## src/rtl/clause_scheduler.sv

```systemverilog
// Time-multiplexed clause scheduler: one latched 2-feature sample is fed through a shared clause
// evaluator, one clause per cycle, and the alternating-polarity votes are summed into a class score.
module clause_scheduler #(
    parameter int unsigned NUM_CLAUSES       = 8,
    parameter bit          EMPTY_CLAUSE_ZERO = 1'b1,
    localparam int unsigned CW               = $clog2(NUM_CLAUSES)
) (
    input  logic                 clk,
    input  logic                 rst,
    input  logic                 cfg_we,
    input  logic [CW-1:0]        cfg_addr,
    input  logic [3:0]           cfg_data,
    input  logic                 in_valid,
    output logic                 in_ready,
    input  logic [1:0]           features,
    output logic [1:0]           clause_features,
    output logic [3:0]           clause_exclude,
    input  logic                 clause_result,
    output logic                 out_valid,
    input  logic                 out_ready,
    output logic signed [CW+1:0] class_sum,
    output logic                 prediction,
    output logic                 busy
);

    typedef enum logic [1:0] {StIdle, StEval, StDone} state_e;

    localparam logic signed [CW+1:0] SumOne  = 1;
    localparam logic signed [CW+1:0] SumZero = 0;
    localparam logic [CW-1:0]        IdxLast = CW'(NUM_CLAUSES - 1);

    state_e                 state_q, state_d;
    logic [CW-1:0]          idx_q, idx_d;
    logic signed [CW+1:0]   sum_q, sum_d;
    logic [1:0]             feat_q, feat_d;
    logic [3:0]             mask_q [NUM_CLAUSES];
    logic [3:0]             cur_mask;
    logic                   eff_result;

    always_ff @(posedge clk or posedge rst) begin
        if (rst) begin
            state_q <= StIdle;
            idx_q   <= '0;
            sum_q   <= '0;
            feat_q  <= '0;
        end else begin
            state_q <= state_d;
            idx_q   <= idx_d;
            sum_q   <= sum_d;
            feat_q  <= feat_d;
        end
    end

    // Table writes are only taken while idle so an in-flight sample sees a consistent table.
    always_ff @(posedge clk or posedge rst) begin
        if (rst) begin
            for (int i = 0; i < NUM_CLAUSES; i++) begin
                mask_q[i] <= 4'b1111;
            end
        end else if (cfg_we && state_q == StIdle && (32'(cfg_addr) < NUM_CLAUSES)) begin
            mask_q[cfg_addr] <= cfg_data;
        end
    end

    always_comb begin
        cur_mask   = mask_q[idx_q];
        eff_result = clause_result;
        if (EMPTY_CLAUSE_ZERO && cur_mask == 4'b1111) begin
            eff_result = 1'b0;
        end
    end

    always_comb begin
        state_d = state_q;
        idx_d   = idx_q;
        sum_d   = sum_q;
        feat_d  = feat_q;
        unique case (state_q)
            StIdle: begin
                if (in_valid) begin
                    feat_d  = features;
                    sum_d   = '0;
                    idx_d   = '0;
                    state_d = StEval;
                end
            end
            StEval: begin
                // Even clauses vote for the class, odd clauses against it.
                if (eff_result) begin
                    sum_d = idx_q[0] ? (sum_q - SumOne) : (sum_q + SumOne);
                end
                if (idx_q == IdxLast) begin
                    state_d = StDone;
                end else begin
                    idx_d = idx_q + 1'b1;
                end
            end
            StDone: begin
                if (out_ready) begin
                    state_d = StIdle;
                end
            end
            default: state_d = StIdle;
        endcase
    end

    always_comb begin
        in_ready        = (state_q == StIdle);
        out_valid       = (state_q == StDone);
        busy            = (state_q == StEval) || (state_q == StDone);
        clause_features = feat_q;
        clause_exclude  = (state_q == StEval) ? cur_mask : 4'b1111;
        class_sum       = sum_q;
        prediction      = (sum_q > SumZero);
    end

endmodule

```

## config.mk

```make
export PLATFORM = sky130hd
export DESIGN_NAME = clause_scheduler
export DESIGN_NICKNAME = d
export VERILOG_FILES = /design/src/rtl/clause_scheduler.sv
export SDC_FILE = /design/constraint.sdc
export NUM_CORES = 1
export LEC_CHECK = 0
export CAP_MARGIN = 20
export CORE_UTILIZATION = 41
export DETAILED_ROUTE_END_ITERATION = 10
export GPL_TIMING_DRIVEN = 0
export PLACE_DENSITY = 0.63
export SLEW_MARGIN = 40
export SYNTH_ARGS = -nofsm -noshare
export SYNTH_HDL_FRONTEND = slang
export SYNTH_SLANG_ARGS = --single-unit
```

## constraint.sdc

```tcl
create_clock -name clk -period 2.4 [get_ports clk]
set_clock_uncertainty 0.1 [all_clocks]
set_input_delay 0.6 -clock clk [delete_from_list [all_inputs] [get_ports clk]]
set_output_delay 0.6 -clock clk [all_outputs]
set_load 0.01 [all_outputs]
```

==> reports/qor.yml, run 1 <==
ys_types: 33
cts.sinks: 44
coreArea_um2: 5540
crit_buf_inv: 2
overflow: 0
worst_pin_slew_ps: 760
setup_viol: 4
startpoint_type: "flop"
end_kind: "primary output"
cts_buffers: 5
first_iter_violations: 60
ys_seq_elements: 44
syn_nets: 209
io_buffers: 29
stdcell_area_um2: 3030
drive_above_1_share_pct: 50.9
max_slew_margin_pct: 48.9
io_pins: 30
ant_nets: 0
reg2regPathDepth: 8
cts_tree: "yes"
ys_warn_count: 0
cp.depth: 5
viasPerCell: 5.46
swShare_pct: 33.5
setup_tns_ps: -655
required_ps: 1700
violations: "setup timing"
p_int_mw: 2.86
ys_seq_area_share_pct: 48.3
wl_per_cell_um: 16.7
finalHoldViolCount: 0
drt_first_pass_iters: 4
synth_common_cells: "35 x mux2_2, 32 x dfstp_2, 17 x nand2_1, 12 x dfrtp_1, 10 x inv_1"
drc_errors: 0
dpl_cell_area_um2: 2770
initial_utilization_pct: 42.7
synth_cells: 184
path_cells: "buf_12 > mux4_2 > mux2i_2 > nand2_1 > buf_2"
critPathKind: "flop to primary output"
avgSynthCellArea_um2: 12.8
grt_usage_pct: 18.5
vias: 1672
irDropWorstVdd_mv: 0.658
pwr-share-comb_pct: 50.4
setup_ws_ps: -189
wirelength_mm: 5.12
antenna_cells: 0
synthArstFlopShare_pct: 100
htree_levels: 2
cellPowerDensity_nw_per_um2: 1420
status: "finished with violations"
die_area_um2: 6070
clock-root-buffer: "clkbuf_8"
hold_path.class: "flop to flop"
gp_congestion: 0.739
nets: 259
grt_max_degree: 39
synth.top_cells.by_area: "dfstp_2 36%, mux2_2 17%, dfrtp_1 13%"
ctsLongestPathBuffers: 2
finalCritPeriodShare_pct: 108
num_rows: 27
cp_max_fo: 5
cap_violations: 0
period_minus_slack_ps: 2590
power.net_switching_mw: 1.44
min_path_cells: 1
slew_violations: 0
leakage_nw: 1.24
clk_latency_ps: 290
cp_top_family: "multiplexers"
netlist.top_cell.by_area: "dfstp_2"
cpMaxStageDelayCell: "mux4_2"
die_y_um: 77.9
ys.flop_type: "dfstp_2"
antenna_found_initial: 0
grt_pass1_vias: 1719
syn_area_um2: 2360
synth_edf_count: 0
arrival_ps: 1890
dp_hpwl_mm: 3.28
dieWidth_um: 77.9
clkPwrFrac_pct: 14.4
grt_pass1_wl_mm: 8.38
cpPeakStageDelay_ps: 520
synth_top_cell_area_share_pct: 35.6
fmax_mhz: 386
yosysMostFrequentCell: "mux2_2"
seq_power_share_pct: 35.2
clk_pin_slew_ps: 80
area_growth_syn_to_layout_pct: 28.2
rsz0062_at_grt: "yes"
## final cells by class
class	instances	area, um^2
clock inverters	1	30.0
flip-flops and latches	44	1140
clock buffers	6	93.8
multi-input cells	125	1190
repair buffers	43	400
plain buffers	5	37.5
inverters	10	42.5
fillers	495	2510
well taps	72	90.1
## flip-flops by register name (all words and copies together) (netlist names)
register         flops
state_q              2
idx_q                3
mask_q              32
clause_features      2
class_sum            5
## cell usage in the layout (no fill, tap or decap), types with 2 or more instances in the layout
cell             instances
mux2_2                  35
dfstp_2                 32
clkdlybuf4s50_1         25
nand2_1                 17
buf_4                   12
dfrtp_1                 11
ha_1                     9
inv_1                    8
a21oi_1                  8
mux4_2                   8
buf_2                    5
nor2_1                   5
o21ai_0                  5
clkbuf_8                 5
mux2i_2                  4
nand2b_1                 3
buf_12                   3
nand3_1                  3
clkbuf_1                 2
a32oi_1                  2
o31ai_1                  2
nor3_4                   2
nor3_2                   2
inv_4                    2
a21o_1                   2
xor2_1                   2
nor3_1                   2
## path summary, 6_finish.rpt
check                                          startpoint                              to  slack (ps)
min in group asynchronous                             rst        class_sum[0]$_DFFE_PP0P_         430
max reg2reg                        state_q[0]$_DFFE_PP0P_        class_sum[2]$_DFFE_PP0P_           0
min                        clause_features[0]$_DFFE_PP0P_  clause_features[0]$_DFFE_PP0P_         410
max in group asynchronous                             rst          mask_q[10]$_DFFE_PP1P_        1290
max                                  idx_q[0]$_DFFE_PP0P_               clause_exclude[3]        -190
min reg2reg                clause_features[0]$_DFFE_PP0P_  clause_features[0]$_DFFE_PP0P_         410
## metal layers
layer,GRT usage (%),wire [um],vias to the layer above
met5,0,0,-
met4,6.11,76,0
met3,3.65,168,8
met2,30.5,2510,40
met1,24.4,2360,855
li1,-,-,769
## power by group through the flow
stage               Combinational, mW  Clock, mW  Sequential, mW
detailed placement               1.76          0            1.50
global placement                 1.72          0            1.49
floorplan                        1.22          0            1.45
CTS                              2.20      0.635            1.51
finish                           2.16      0.617            1.51
global route                     2.36      0.659            1.56
## through the flow
stage,power (mW),util [%],std cells,hold slack [ps],worst slack [ps]
final,4.30,54.7,306,406,-189
after global placement,3.20,49.5,285,386,-466
after detailed placement,3.25,49.9,286,392,-492
after CTS,4.34,54.7,307,410,-242
after global routing,4.58,54.7,306,429,-244
after floorplan,2.67,-,184,406,169
## logic make-up (layout without fill, tap and decap cells)
kind of cell	after synthesis	after routing	share of synthesized area, %
AO/OA/AOI/OAI	26	26	7.25
buffers and inverters	15	65	2.81
adder cells (fa/ha/maj)	10	10	5.61
AND/OR/NAND/NOR	38	38	7.25
XOR/XNOR	3	3	1.11
flip-flops	44	44	48.3
multiplexers	48	48	27.7
## timing repair
item                       CTS  global route
gates resized for setup     39             5
hold buffers                 0             0
pin swaps                    6             0
setup buffers               13             0
gates cloned                 1             0
setup endpoints to repair   17            25
(Power assumes the default switching activity.)
==> run 2: changes to the inputs <==
--- a/config.mk
+++ b/config.mk
@@ -7,8 +7,10 @@
 export LEC_CHECK = 0
 export CAP_MARGIN = 20
 export CORE_UTILIZATION = 41
+export CTS_BUF_LIST = sky130_fd_sc_hd__clkbuf_4 sky130_fd_sc_hd__clkbuf_8
 export DETAILED_ROUTE_END_ITERATION = 10
 export GPL_TIMING_DRIVEN = 0
+export MAX_ROUTING_LAYER = met4
 export PLACE_DENSITY = 0.63
 export SLEW_MARGIN = 40
 export SYNTH_ARGS = -nofsm -noshare
==> run 2 against run 1 <==
The run still ends with setup timing left. Cell count is 0.33% higher. Highest routed layer unchanged. Core utilization is 0.77 points higher. Critical path depth stayed put. First-iteration DRC count decreased by 42%. Total power rose by 2.5%. Wire length hardly changed. Critical path type unchanged. Hold slack barely moved. Sequential share of layout area fell by 0.52 points. Largest power group unchanged. Via count shrank 0.90%. Global-route usage rose by 0.56 points.
==> reports/qor.yml, run 2 (synthesis gave the netlist of run 1 again) <==
worst_pin_slew_ps: 553  # -207 ps
hold_path.class: "flop to flop"
regMostFlops: "mask_q"
dp_hpwl_mm: 3.28  # unchanged
violations: "setup timing"
vias: 1657  # -0.90%
power.net_switching_mw: 1.47  # +2.0%
cts_buffers: 5  # unchanged
cellPowerDensity_nw_per_um2: 1430  # +1.1%
nets: 260  # +0.39%
htree_levels: 2  # unchanged
rsz0062_at_grt: "yes"
stdcell_area_um2: 3070  # +1.4%
num_rows: 27  # unchanged
wirelength_mm: 5.11  # about the same
wl_per_cell_um: 16.7  # -0.35%
cp_max_fo: 5  # unchanged
max_slew_margin_pct: 63.1  # +14 points
seq_power_share_pct: 34.3  # -0.9 points
drive_above_1_share_pct: 52.8  # +1.9 points
arrival_ps: 1870  # -20 ps
period_minus_slack_ps: 2570  # -19.8 ps
drc_errors: 0  # unchanged
area_growth_syn_to_layout_pct: 30.0
finalCritPeriodShare_pct: 107  # -0.83 points
io_pins: 30  # unchanged
largest_register_ffs: 32  # unchanged
layout_commonest_cell: "mux2_2"
irDropWorstVdd_mv: 0.652  # -0.85%
io_buffers: 29  # unchanged
grt_usage_pct: 19.1  # +0.56 points
ctsLongestPathBuffers: 2  # unchanged
slew_violations: 0  # unchanged
finalHoldViolCount: 0  # unchanged
fmax_mhz: 389  # +0.77%
initial_utilization_pct: 42.7  # unchanged
cts_tree: "yes"
fill_cells: 492  # -0.61%
overflow: 0  # unchanged
power_mw: 4.40  # +2.5%
final_core_util_pct: 55.5  # +0.77 points
critPathKind: "flop to primary output"
end_kind: "primary output"
die_area_um2: 6070  # unchanged
clk_latency_ps: 300  # about the same
hold_buffers: 0  # unchanged
required_ps: 1700  # about the same
antenna_found_initial: 0  # unchanged
ant_nets: 0  # unchanged
mostFrequentLayoutCells: "35 x mux2_2, 32 x dfstp_2, 25 x clkdlybuf4s50_1"
cap_violations: 0  # unchanged
setup_viol: 4  # unchanged
pwr-share-comb_pct: 50.8  # +0.4 points
gp_congestion: 0.748  # +1.2%
startpoint_type: "flop"
hold_slack_ps: 406  # -0.00300 ps
dp_cells: 286  # unchanged
viasPerCell: 5.40  # -1.2%
clk_pin_slew_ps: 80  # about the same
leakage_nw: 1.25  # +1.0%
swShare_pct: 33.3  # -0.18 points
grt_pass1_wl_mm: 8.32  # -0.66%
first_iter_violations: 35  # -42%
drt_first_pass_iters: 4  # unchanged
setup_ws_ps: -169  # +19.8 ps
coreArea_um2: 5540  # unchanged
status: "finished with violations"
clock-root-buffer: "clkbuf_8"
cts.sinks: 44  # unchanged
clkPwrFrac_pct: 14.9  # +0.5 points
final_cells: 307  # +0.33%
p_int_mw: 2.94  # +2.8%
grt_pass1_vias: 1697  # -1.3%
die_y_um: 77.9  # unchanged
dieWidth_um: 77.9  # unchanged
dpl_cell_area_um2: 2770  # unchanged
grt_max_degree: 39  # unchanged
antenna_cells: 0  # unchanged
## run 2: worst max-delay path, stage by stage (launching register included)
cell and delay [ps]:
dfrtp_2 440, buf_12 140, mux4_2 540, mux2i_4 210, nand2_1 80, buf_2 160
## run 2: path summary, 6_finish.rpt
kind	startpoint	slack, ps	to	depth (start not counted)
setup / recovery	idx_q[0]$_DFFE_PP0P_	-170	clause_exclude[3]	5
hold / removal	clause_features[0]$_DFFE_PP0P_	410	clause_features[0]$_DFFE_PP0P_	1
setup reg to reg	idx_q[0]$_DFFE_PP0P_	60	class_sum[3]$_DFFE_PP0P_	8
hold reg to reg	clause_features[0]$_DFFE_PP0P_	410	clause_features[0]$_DFFE_PP0P_	1
max in group asynchronous	rst	1290	mask_q[4]$_DFFE_PP1P_	3
min in group asynchronous	rst	430	class_sum[0]$_DFFE_PP0P_	2
## run 2: area by class of cell
cell class                 count  area, um^2  share of cell area, %
buffer                         5        37.5                   1.22
clock buffer                   5        68.8                   2.24
clock inverter                 2        60.1                   1.95
inverter                      10        42.5                   1.38
multi-input combinational    125        1220                   39.7
sequential                    44        1140                   37.2
tap                           72        90.1                   2.93
timing repair buffer          44         412                   13.4
## run 2: per-stage QoR
stage	setup TNS, ps	setup WS, ps
detailed placement	-2810	-492
CTS	-744	-237
floorplan	0	169
global placement	-5890	-466
global route	-1080	-239
finish	-611	-169
## run 2: power groups by stage
stage | logic [mW] | registers (mW) | clock network [mW]
after floorplan | 1.22 | 1.45 | 0
after global placement | 1.72 | 1.49 | 0
after detailed placement | 1.76 | 1.50 | 0
after CTS | 2.21 | 1.51 | 0.674
after global routing | 2.43 | 1.56 | 0.702
final | 2.24 | 1.51 | 0.657
## run 2: timing repair
item,in CTS,in global routing
cloned,1,0
resized for setup,41,12
setup buffers,14,1
pin swaps,6,4
endpoints found under the setup margin,17,21
endpoints found under the hold margin,0,0
## run 2: metal layers
| metal | GRT usage [%] | routed length (um) | up-vias |
|---|---|---|---|
| met3 | 3.65 | 156 | 11 |
| met4 | 6.85 | 105 | 0 |
| li1 | - | - | 771 |
| met5 | - | 0 | - |
| met2 | 30.4 | 2540 | 38 |
| met1 | 24.3 | 2310 | 837 |
==> run 3: changes to the inputs <==
--- a/config.mk
+++ b/config.mk
@@ -6,12 +6,13 @@
 export NUM_CORES = 1
 export LEC_CHECK = 0
 export CAP_MARGIN = 20
-export CORE_UTILIZATION = 41
+export CORE_UTILIZATION = 40
 export CTS_BUF_LIST = sky130_fd_sc_hd__clkbuf_4 sky130_fd_sc_hd__clkbuf_8
 export DETAILED_ROUTE_END_ITERATION = 10
 export GPL_TIMING_DRIVEN = 0
 export MAX_ROUTING_LAYER = met4
-export PLACE_DENSITY = 0.63
+export PLACE_DENSITY = 0.62
+export REMOVE_ABC_BUFFERS = 1
 export SLEW_MARGIN = 40
 export SYNTH_ARGS = -nofsm -noshare
 export SYNTH_HDL_FRONTEND = slang
==> run 3 against run 2 <==
Core utilization fell by 3.2 points. Final area fell by 4.6%. Sequential power rose by 3%. Register-to-register slack got worse by 50 ps. Combinational power fell by 8%. The flow still finishes with violations (setup timing). Highest routed layer unchanged. Hold slack improved by 2.5 ps. Global-route usage fell by 1.7 points. First-iteration DRC count rose by 100%. Wire length fell by 5.8%. Non-clock buffer count fell by 12. Die area rose by 2.4%. Largest power group unchanged. Total power fell by 6.9%.
==> reports/qor.yml, run 3 (synthesis gave the netlist of run 1 again) <==
stdcell_area_um2: 2930  # -4.6%
hold_slack_ps: 409  # +2.47 ps
ant_nets: 0  # unchanged
mostFrequentLayoutCells: "35 x mux2_2, 32 x dfstp_2, 25 x clkdlybuf4s50_1"
setup_ws_ps: -154  # +15.4 ps
die_area_um2: 6220  # +2.4%
period_minus_slack_ps: 2550  # -15.4 ps
rsz0062_at_grt: "yes"
leakage_nw: 1.17  # -6.5%
io_buffers: 29  # unchanged
power_mw: 4.10  # -6.9%
worst_pin_slew_ps: 764  # +211 ps
cap_violations: 0  # unchanged
cp_max_fo: 6  # +1
htree_levels: 2  # unchanged
max_slew_margin_pct: 48.7  # -14 points
dpl_cell_area_um2: 2740  # -1.0%
grt_usage_pct: 17.4  # -1.7 points
startpoint_type: "flop"
grt_pass1_wl_mm: 7.81  # -6.1%
fill_cells: 505  # +2.6%
cellPowerDensity_nw_per_um2: 1400  # -2.4%
dp_hpwl_mm: 3.24  # -0.94%
finalCritPeriodShare_pct: 106  # -0.64 points
drc_errors: 0  # unchanged
num_rows: 27  # unchanged
fmax_mhz: 392  # +0.60%
setup_viol: 4  # unchanged
grt_pass1_vias: 1581  # -6.8%
cpMaxStageDelayCell: "mux4_2"
wirelength_mm: 4.82  # -5.8%
hold_path.class: "flop to flop"
dp_cells: 281  # -1.7%
clock-root-buffer: "clkbuf_8"
wl_per_cell_um: 16.3  # -2.0%
finalHoldViolCount: 0  # unchanged
first_iter_violations: 70  # +100%
clk_pin_slew_ps: 80  # about the same
final_cells: 295  # -3.9%
irDropWorstVdd_mv: 0.690  # +5.7%
status: "finished with violations"
die_y_um: 78.9  # +1.2%
area_growth_syn_to_layout_pct: 24.0
viasPerCell: 5.47  # +1.3%
clk_latency_ps: 290  # about the same
cts_tree: "yes"
violations: "setup timing"
vias: 1613  # -2.7%
regMostFlops: "mask_q"
required_ps: 1700  # about the same
antenna_cells: 0  # unchanged
dpl_worst_slack_ps: -649  # -157 ps
initial_utilization_pct: 42.1  # -0.51 points
critPathKind: "flop to primary output"
end_kind: "primary output"
coreArea_um2: 5610  # +1.2%
arrival_ps: 1850  # -20 ps
cts_buffers: 5  # unchanged
cpPeakStageDelay_ps: 540  # about the same
multiInputGateArea_um2: 1200  # -1.6%
path_cells: "buf_12 > mux4_2 > mux2i_4 > nand2_1 > buf_2"
io_pins: 30  # unchanged
drive_above_1_share_pct: 46.6  # -6.1 points
antenna_found_initial: 0  # unchanged
dieWidth_um: 78.9  # +1.2%
cts.sinks: 44  # unchanged
ctsLongestPathBuffers: 2  # unchanged
grt_max_degree: 36  # -7.7%
slew_violations: 0  # unchanged
drt_first_pass_iters: 4  # unchanged
layout_commonest_cell: "mux2_2"
largest_register_ffs: 32  # unchanged
nets: 248  # -4.6%
overflow: 0  # unchanged
seq_area_um2: 1140  # +0.22%
gp_congestion: 0.736  # -1.6%
-- run 3: cell count changes in the layout (fill, tap and decap cells not counted), moves of 3 or more --
cell,delta
mux2i_4,+3
buf_4,-7
mux2i_2,-3
nor3_2,-4
nor3_1,+6
-- run 3: report_power, final --
part / switching, mW / internal, mW / total (mW)
clock: 0.235 / 0.256 / 0.492
sequential: 0.264 / 1.29 / 1.56
combinational: 0.895 / 1.16 / 2.05
total: 1.39 / 2.71 / 4.10
-- run 3: final timing paths --
check	start	cells after the start	to	slack, ps
min in group asynchronous	rst	2	class_sum[1]$_DFFE_PP0P_	450
max	idx_q[0]$_DFFE_PP0P_	5	clause_exclude[3]	-150
min	clause_features[0]$_DFFE_PP0P_	1	clause_features[0]$_DFFE_PP0P_	410
max in group asynchronous	rst	3	mask_q[8]$_DFFE_PP1P_	1270
max reg2reg	idx_q[0]$_DFFE_PP0P_	8	class_sum[3]$_DFFE_PP0P_	10
min reg2reg	clause_features[0]$_DFFE_PP0P_	1	clause_features[0]$_DFFE_PP0P_	410
-- run 3: routing by layer --
layer,part of all wire [%],GRT usage (%),vias to the layer above
met4,2.1,6.18,0
li1,-,-,750
met1,45,22.7,802
met2,48,26.9,49
met5,0,-,-
met3,4.9,3.56,12
-- run 3: what timing repair did --
item                       4_1_cts  5_1_grt
pin swaps                        0        2
resized for setup               35        4
setup endpoints to repair       10        9
hold buffers                     0        0
buffers inserted                 5        2
-- run 3: worst max-delay path: cells and delay by family (launching register included) --
family                 cells  cell delay [ps]
flip-flops                 1              440
AND/OR/NAND/NOR            1               90
multiplexers               2              720
buffers and inverters      2              310
-- run 3: final cells by class --
cell class	count	share of cell area [%]
Multi-Input combinational cell	125	40.9
Sequential cell	44	39.1
Tap cell	72	3.07
Inverter	10	1.37
Clock buffer	7	3.29
Timing Repair Buffer	37	12.3
-- run 3: stage by stage --
step | TNS [ps] | utilization [%]
6_report | -531 | 52.3
5_1_grt | -1180 | 52.3
4_1_cts | -1190 | 51.4
3_5_place_dp | -4510 | 48.8
3_3_place_gp | -7480 | 48.4
2_1_floorplan | 0 | -
==> edit (config.mk and constraints of run 3) <==
The parameter `NUM_CLAUSES` goes from 8 to 16.
--- a/src/rtl/clause_scheduler.sv
+++ b/src/rtl/clause_scheduler.sv
@@ -1,7 +1,7 @@
 // Time-multiplexed clause scheduler: one latched 2-feature sample is fed through a shared clause
 // evaluator, one clause per cycle, and the alternating-polarity votes are summed into a class score.
 module clause_scheduler #(
-    parameter int unsigned NUM_CLAUSES       = 8,
+    parameter int unsigned NUM_CLAUSES       = 16,
     parameter bit          EMPTY_CLAUSE_ZERO = 1'b1,
     localparam int unsigned CW               = $clog2(NUM_CLAUSES)
 ) (
Interface: changed (resized cfg_addr and class_sum); port bits go from 30 to 32. The function was not compared with the original's and may differ.
==> edit against run 3 <==
  * The run still ends with negative setup slack left
  * Maximum frequency is 12% lower
  * Cell area is 73% higher
  * Count of clock-buffer cells in the layout grew 3
  * Sequential cell count rose by 34
  * Power grew 68%
  * Setup slack worse by 360 ps
  * Wire length increased by 97%
  * Die area increased by 76%
  * Area after synthesis increased by 79%
  * Combinational power rose by 47%
  * Clock power rose to 2.5 times the old value
  * Critical endpoint is now clause_exclude[0]
  * Highest routed layer unchanged
==> edit: results (changes against run 3) <==
| Stage | Parameter | Value | Delta |
|:---|:---|:---|:---|
| outcome | Run status | finished with violations |  |
| outcome | Violated checks | negative setup slack |  |
| timing | Final Worst Setup Slack | -516 ps | -362 ps |
| grt | Largest net degree at the start of global routing | 47 | +31% |
| placement | Global placer's final weighted congestion | 0.767 | +4.3% |
| cells and area | Number of nets in the layout | 392 | +58% |
| setup path | Flop-to-flop setup slack | -100 ps | -110 ps |
| drt | Aggregate routed wire length | 9500 um | +97% |
| pwr | Static Leakage | 2.00 nW | +71% |
| yosys | Sequential area share after synthesis | 48.2% | -0.12 points |
| yosys | Count of distinct cell types in the synthesized netlist | 53 | +61% |
| setup path | Highest-delay cell along the critical path | sky130_fd_sc_hd__mux4_1 |  |
| cts | Insertion delay of the later-clocked pin in the worst-skew pair | 360 ps | +70 ps |
| cells and area | Number of flip-flops in the largest register | 64 | +100% |
| pwr | Power Clock | 0.00124 W | +150% |
| timing | Count of final setup violators | 10 | +6 |
| hold path | Hold worst-path end | clause_features[1] |  |
| setup path | Arrival time reported for the critical path endpoint | 2220 ps | +370 ps |
| pwr | Combinational power | 0.00302 W | +47% |
| placement | Number of cells in the design after placement | 482 | +72% |
| drt | WL/cell | 18.7 um | +15% |
| floorplan | Initial cell density of the core | 41.1% | -1.1 points |
| cells and area | Number of fillers in the final layout | 923 | +83% |
| cts | Number of clock buffers inserted by TritonCTS | 9 | +4 |
| grt | Overall track demand over capacity in global routing | 19.1% | +1.7 points |
| yosys | Largest cells by area after synthesis | sky130_fd_sc_hd__dfstp_2 40%, sky130_fd_sc_hd__mux2_2 13%, sky130_fd_sc_hd__dfrtp_1 8.3% |  |
## edit: cell types whose count changed in the layout (fill, tap and decap cells not counted), sizes merged, moves of 8 or more
cell,change
mux2,+42
dfstp,+32
nor2,+13
o21ai,+8
mux2i,+10
## edit: timing repair
item                                    4_1_cts  5_1_grt
gates resized for setup                      39        7
pin swaps                                     4        3
endpoints found under the setup margin       11       12
buffers inserted                              8        2
## edit: per-layer routing
| metal | track usage, % | routed length, um | vias to the layer above |
|---|---|---|---|
| li1 | - | - | 1299 |
| met1 | 25.6 | 4670 | 1393 |
| met2 | 29.6 | 4380 | 54 |
| met3 | 4.43 | 380 | 5 |
| met4 | 3.92 | 74 | 0 |
| met5 | - | 0 | - |
## edit: area by class of cell
cell class | count | area [um2] | share of cell area [%]
multi-input cells | 226 | 2120 | 42.0
flip-flops and latches | 78 | 2040 | 40.3
repair buffers | 42 | 424 | 8.39
well taps | 136 | 170 | 3.37
clock buffers | 10 | 138 | 2.72
clock inverters | 6 | 116 | 2.30
inverters | 10 | 42.5 | 0.842
